--- config.mk ---
export PLATFORM = sky130hd
export DESIGN_NAME = reg_bank_arbiter_flat
export DESIGN_NICKNAME = d
export VERILOG_FILES = /design/src/rtl/reg_bank_arbiter_if.sv /design/src/rtl/reg_bank_arbiter.sv /design/src/flat_wrapper.sv
export SDC_FILE = /design/constraint.sdc
export NUM_CORES = 1
export LEC_CHECK = 0
export CAP_MARGIN = 25
export CELL_PAD_IN_SITES_DETAIL_PLACEMENT = 0
export CELL_PAD_IN_SITES_GLOBAL_PLACEMENT = 2
export CORE_MARGIN = 10
export CORE_UTILIZATION = 23
export DETAILED_ROUTE_END_ITERATION = 10
export PLACE_DENSITY = 0.87
export SLEW_MARGIN = 20
export SYNTH_ARGS = -nofsm -noshare
export SYNTH_HDL_FRONTEND = slang
export SYNTH_SLANG_ARGS = --single-unit
export TNS_END_PERCENT = 5
--- constraint.sdc ---
create_clock -name clk -period 6.7 [get_ports clk]
set_input_delay 1.675 -clock clk [delete_from_list [all_inputs] [get_ports clk]]
set_output_delay 1.675 -clock clk [all_outputs]
set_load 0.005 [all_outputs]
--- src/rtl/reg_bank_arbiter_if.sv ---
`default_nettype none
// ============================================================================
// Module      : reg_bank_arbiter_if
// Description : Requester-side and register-bank-side signal bundle for the
//               shared register bank arbiter.
// Revision    : 1.0 - initial release
// ============================================================================
interface reg_bank_arbiter_if #(
    parameter int NREQ = 3,
    parameter int DW   = 32
);
    logic [NREQ-1:0]    req_valid;
    logic [NREQ-1:0]    req_write;
    logic [3*NREQ-1:0]  req_sel;
    logic [DW*NREQ-1:0] req_data;
    logic [NREQ-1:0]    req_ready;
    logic [NREQ-1:0]    rsp_valid;
    logic [DW-1:0]      rsp_data;
    logic [DW-1:0]      bank_data;
    logic [2:0]         bank_sel;
    logic               bank_mode;
    logic [DW-1:0]      bank_q;

    // Arbiter side
    modport slave (
        input  req_valid, req_write, req_sel, req_data, bank_q,
        output req_ready, rsp_valid, rsp_data, bank_data, bank_sel, bank_mode
    );

    // Requesters plus register bank side
    modport master (
        output req_valid, req_write, req_sel, req_data, bank_q,
        input  req_ready, rsp_valid, rsp_data, bank_data, bank_sel, bank_mode
    );
endinterface
`default_nettype wire

--- src/rtl/reg_bank_arbiter.sv ---
`default_nettype none
// ============================================================================
// Module      : reg_bank_arbiter
// Description : Round-robin arbiter giving NREQ requesters one-at-a-time
//               access to a register bank. Accept in T, bank access in T+1,
//               one-cycle completion strobe in T+2.
// Revision    : 1.0 - initial release
// ============================================================================
module reg_bank_arbiter #(
    parameter int NREQ = 3,
    parameter int DW   = 32
) (
    input  wire logic         clk,
    input  wire logic         reset,
    reg_bank_arbiter_if.slave bus
);
    localparam int c_IW = (NREQ > 1) ? $clog2(NREQ) : 1;

    localparam logic [1:0] c_IDLE = 2'd0;
    localparam logic [1:0] c_WR   = 2'd1;
    localparam logic [1:0] c_RD   = 2'd2;

    logic [1:0]      r_state;
    logic [c_IW-1:0] r_last;
    logic [c_IW-1:0] r_idx;
    logic [DW-1:0]   r_data;
    logic [NREQ-1:0] r_rsp_valid;
    logic [DW-1:0]   r_rsp_data;
    logic            r_bank_mode;
    logic [2:0]      r_bank_sel;
    logic [DW-1:0]   r_bank_data;

    logic            w_gnt_any;
    logic [c_IW-1:0] w_gnt_idx;
    logic [c_IW-1:0] w_probe;
    int              w_sum;
    logic [2:0]      w_sel_arr  [NREQ];
    logic [DW-1:0]   w_data_arr [NREQ];

    // Per-requester operand slices so the grant index can select them directly
    for (genvar gi = 0; gi < NREQ; gi++) begin : g_unpack
        assign w_sel_arr[gi]  = bus.req_sel[3*gi+2:3*gi];
        assign w_data_arr[gi] = bus.req_data[DW*gi+DW-1:DW*gi];
    end

    // Round-robin search starting one past the last granted requester
    always_comb begin
        w_gnt_any = 1'b0;
        w_gnt_idx = '0;
        w_sum     = 0;
        w_probe   = '0;
        for (int k = 1; k <= NREQ; k++) begin
            w_sum = int'(r_last) + k;
            if (w_sum >= NREQ) begin
                w_sum = w_sum - NREQ;
            end
            w_probe = c_IW'(w_sum);
            if (!w_gnt_any && bus.req_valid[w_probe]) begin
                w_gnt_any = 1'b1;
                w_gnt_idx = w_probe;
            end
        end
    end

    // Accept strobe only while idle and out of reset
    assign bus.req_ready = (r_state == c_IDLE && !reset && w_gnt_any)
                         ? (NREQ'(1) << w_gnt_idx) : '0;

    // Reset masks the write strobe so an in-flight write never reaches the bank
    assign bus.bank_mode = r_bank_mode & ~reset;
    assign bus.bank_sel  = r_bank_sel;
    assign bus.bank_data = r_bank_data;
    assign bus.rsp_valid = r_rsp_valid;
    assign bus.rsp_data  = r_rsp_data;

    // Arbiter FSM with registered bank drive and completion outputs
    always_ff @(posedge clk) begin
        if (reset) begin
            r_state     <= c_IDLE;
            r_last      <= c_IW'(NREQ - 1);
            r_idx       <= '0;
            r_data      <= '0;
            r_rsp_valid <= '0;
            r_rsp_data  <= '0;
            r_bank_mode <= 1'b0;
            r_bank_sel  <= '0;
            r_bank_data <= '0;
        end else begin
            r_rsp_valid <= '0;
            r_bank_mode <= 1'b0;
            r_bank_sel  <= '0;
            r_bank_data <= '0;
            case (r_state)
                c_IDLE: begin
                    if (w_gnt_any) begin
                        r_idx      <= w_gnt_idx;
                        r_last     <= w_gnt_idx;
                        r_data     <= w_data_arr[w_gnt_idx];
                        r_bank_sel <= w_sel_arr[w_gnt_idx];
                        if (bus.req_write[w_gnt_idx]) begin
                            r_state     <= c_WR;
                            r_bank_mode <= 1'b1;
                            r_bank_data <= w_data_arr[w_gnt_idx];
                        end else begin
                            r_state <= c_RD;
                        end
                    end
                end
                c_WR: begin
                    r_rsp_valid[r_idx] <= 1'b1;
                    r_rsp_data         <= r_data;
                    r_state            <= c_IDLE;
                end
                c_RD: begin
                    r_rsp_valid[r_idx] <= 1'b1;
                    r_rsp_data         <= bus.bank_q;
                    r_state            <= c_IDLE;
                end
                default: r_state <= c_IDLE;
            endcase
        end
    end
endmodule
`default_nettype wire

--- src/flat_wrapper.sv ---
// flat-port wrapper written by rule: the top's interface ports become plain ports
module reg_bank_arbiter_flat 
#(
    parameter int NREQ = 3,
    parameter int DW   = 32
)
  (clk, reset, bus_req_valid, bus_req_write, bus_req_sel, bus_req_data, bus_bank_q, bus_req_ready, bus_rsp_valid, bus_rsp_data, bus_bank_data, bus_bank_sel, bus_bank_mode);
  reg_bank_arbiter_if #(.NREQ(NREQ), .DW(DW)) bus_i ();
  input  wire logic clk;
  input  wire logic reset;
  input wire logic [$bits(bus_i.req_valid)-1:0] bus_req_valid;
  input wire logic [$bits(bus_i.req_write)-1:0] bus_req_write;
  input wire logic [$bits(bus_i.req_sel)-1:0] bus_req_sel;
  input wire logic [$bits(bus_i.req_data)-1:0] bus_req_data;
  input wire logic [$bits(bus_i.bank_q)-1:0] bus_bank_q;
  output wire logic [$bits(bus_i.req_ready)-1:0] bus_req_ready;
  output wire logic [$bits(bus_i.rsp_valid)-1:0] bus_rsp_valid;
  output wire logic [$bits(bus_i.rsp_data)-1:0] bus_rsp_data;
  output wire logic [$bits(bus_i.bank_data)-1:0] bus_bank_data;
  output wire logic [$bits(bus_i.bank_sel)-1:0] bus_bank_sel;
  output wire logic [$bits(bus_i.bank_mode)-1:0] bus_bank_mode;
  assign bus_i.req_valid = bus_req_valid;
  assign bus_i.req_write = bus_req_write;
  assign bus_i.req_sel = bus_req_sel;
  assign bus_i.req_data = bus_req_data;
  assign bus_i.bank_q = bus_bank_q;
  assign bus_req_ready = bus_i.req_ready;
  assign bus_rsp_valid = bus_i.rsp_valid;
  assign bus_rsp_data = bus_i.rsp_data;
  assign bus_bank_data = bus_i.bank_data;
  assign bus_bank_sel = bus_i.bank_sel;
  assign bus_bank_mode = bus_i.bank_mode;
  reg_bank_arbiter #(.NREQ(NREQ), .DW(DW)) u_core (.clk(clk), .reset(reset), .bus(bus_i));
endmodule
==> impl_metrics.ini <==
[logic_synthesis]
yosysTopAreaCellShare = 0.390
syn_nets = 762
ys_ff_latch = 108
syn-cell-area_mm2 = 0.00555
synthCells = 611
synth_area_leaders = dfxtp_1 39%, mux2i_1 9.2%, mux2_2 7.5%
synth_cell_types = 42
ys_warn_count = 0
synth-seq-area-share = 0.390
postSynthAreaPerCell_um2 = 9.08
yosysTopAreaCell = dfxtp_1

[global_routing]
grt_pass1_vias = 5082
grt_first_pass_wirelength_um = 32100
grt_max_degree = 68
grt_overflow = 0
antenna_found_initial = 0
grt_use_total = 0.134

[clocking]
cts_buffers = 9
cts_setup_buffers = 0
clockBufferDepth = 2
clock_sinks = 108
post_cts_resized = 0
cts_tree = done
insertion_delay_ns = 0.35
holdBufCountCts = 0
htreeDepth = 3
clk_pin_slew_ns = 0.08
cts_root_buf = clkbuf_16

[die]
initial_utilization = 0.235
rows = 56
die_y_um = 175
core_area_mm2 = 0.0236
io_pins = 219
dieWidth_um = 175
die_area_mm2 = 0.0307

[drt]
drt-total-wl_um = 21100
firstDrtPassIters = 6
viasPerCell = 4.42
drc = 0
vias = 4915
ant_nets = 0
routedWlPerCell_um = 19.0
drt-initial-drc-count = 246

[sta]
skew_ns = 0.00992
slew_headroom = 0.316
fmax_ghz = 0.167
worstMarginPinSlew_ns = 1.03
rsz0062_at_grt = no
setup_viol = 0
setup_tns_ns = 0
layout_min_cycle_time_ns = 6.00
finalHoldViolCount = 0
post-route-period-util = 0.896
maxSlewViolCount = 0

[critical_path]
crit_top_cell = clkdlybuf4s50_1
slowest_stage = clkdlybuf4s50_1
crit_arrival_ns = 4.33
path_delay_family = simple AND/OR/NAND/NOR gates
path_class = input pin to primary output
startpoint_type = input pin
timing.critical_path.buf_inv = 2
cp.required_ns = 5.03
cp_max_fo = 7
max_stage_delay_ns = 0.59
endpoint_kind = primary output
cp_cell_sequence = clkdlybuf4s50_1 > or3b_2 > a21bo_2 > or3_1 > nand2_1 > nor3_1 > clkdlybuf4s50_1

[placement]
portBuffers = 218
post-dp-hpwl_um = 15600
gp_congestion = 0.776
place_area_mm2 = 0.00788

[power_and_ir_drop]
p_leak_uw = 0.00283
p_per_area_mw_per_mm2 = 441
power_uw = 3610
vdd_drop_max_mv = 0.310

[layout]
final_util = 0.347
final_nets = 939
drive_above_1_share = 0.131
final_cell_area_mm2 = 0.00819
most-common-layout-cells = 217 x clkdlybuf4s50_1, 108 x dfxtp_1, 67 x nor2_1
layout_commonest_cell = clkdlybuf4s50_1
diodes = 0
area_growth_pct = 47.5

[run_status]
run_status = completed

[hold_path]
hp-class = register to register

[flow_run]
max-cap-violations = 0
[Yosys cell counts (all sizes together)]
master   instances
a211oi          50
a21bo            1
a21oi           40
a221oi           1
a22oi            1
a311o            1
a311oi          15
and2            19
buf             30
clkbuf          32
dfxtp          108
ha               6
inv              7
mux2            38
mux2i           51
nand2           58
nand3           34
nand3b          17
nand4           18
nor2            67
nor2b            2
nor3             3
nor4b            1
nor4bb           2
o211ai           1
o21a             1
o21ai            2
o22ai            1
o2bb2ai          1
o31ai            1
or3              1
or3b             1
[registers in the layout, summed over array words and instances, names as in the netlist]
name                  flops
u_core.bus.bank_data     32
u_core.bus.rsp_data      32
u_core.r_data            32
u_core.bus.bank_sel       3
u_core.bus.rsp_valid      3
u_core.r_idx              2
u_core.r_state            2
u_core.r_bank_mode        1
u_core.r_last             1
[worst register-to-register path, cell delays in order, from the launching register on]
cell       delay, ns
dfxtp_1         0.59
inv_1           0.18
ha_1            0.52
mux2_4          0.35
a221oi_2        0.28
and2_2          0.43
buf_4           0.46
mux2_2          0.79
mux2i_1         0.26
o2bb2ai_1       0.18
[worst paths after layout]
kind                            slack, ns  cells after the start                    start                      end
worst max-delay path                 0.70                      7         bus_req_valid[2]         bus_req_ready[1]
worst min-delay path                 0.48                      2  u_core.bus.rsp_data[12]  u_core.bus.rsp_data[12]
worst max register to register       2.57                      9          u_core.r_idx[0]        u_core.r_state[1]
worst min register to register       0.48                      2  u_core.bus.rsp_data[12]  u_core.bus.rsp_data[12]
[cell type report]
type	count	area (um2)
Fill cell	2465	15400
Timing Repair Buffer	228	2250
Sequential cell	108	2160
Clock buffer	9	225
Multi-Input combinational cell	434	3040
Inverter	7	26.3
Tap cell	319	399
Clock inverter	7	81.3
[logic make-up (layout without fill, tap and decap cells)]
logic type,after synthesis,after routing,synth area share
simple gates,223,223,0.197
buf+inv,69,251,0.0647
compound gates,116,116,0.165
fa+ha+maj,6,6,0.0135
mux,89,89,0.170
flops,108,108,0.390
[through the flow]
stage	instances	worst slack (ns)	hold slack (ns)
2_1_floorplan	611	1.85	0.436
6_report	1112	0.698	0.484
3_3_place_gp	1096	0.739	0.475
5_1_grt	1112	0.520	0.518
4_1_cts	1112	0.642	0.488
3_5_place_dp	1096	0.662	0.476
[power by group]
part	leakage, uW	total (uW)	switching, uW	internal, uW
registers	0.000889	981	119	862
logic	0.00179	2060	1160	899
clock network	0.000147	569	272	297
total	0.00283	3610	1550	2060
[metal layers]
metal / GRT usage / routed length [um]
met1: 0.182 / 10100
met2: 0.205 / 9470
met3: 0.0302 / 1170
met4: 0.0424 / 380
met5: 0 / 0
(Power assumes the default switching activity.)
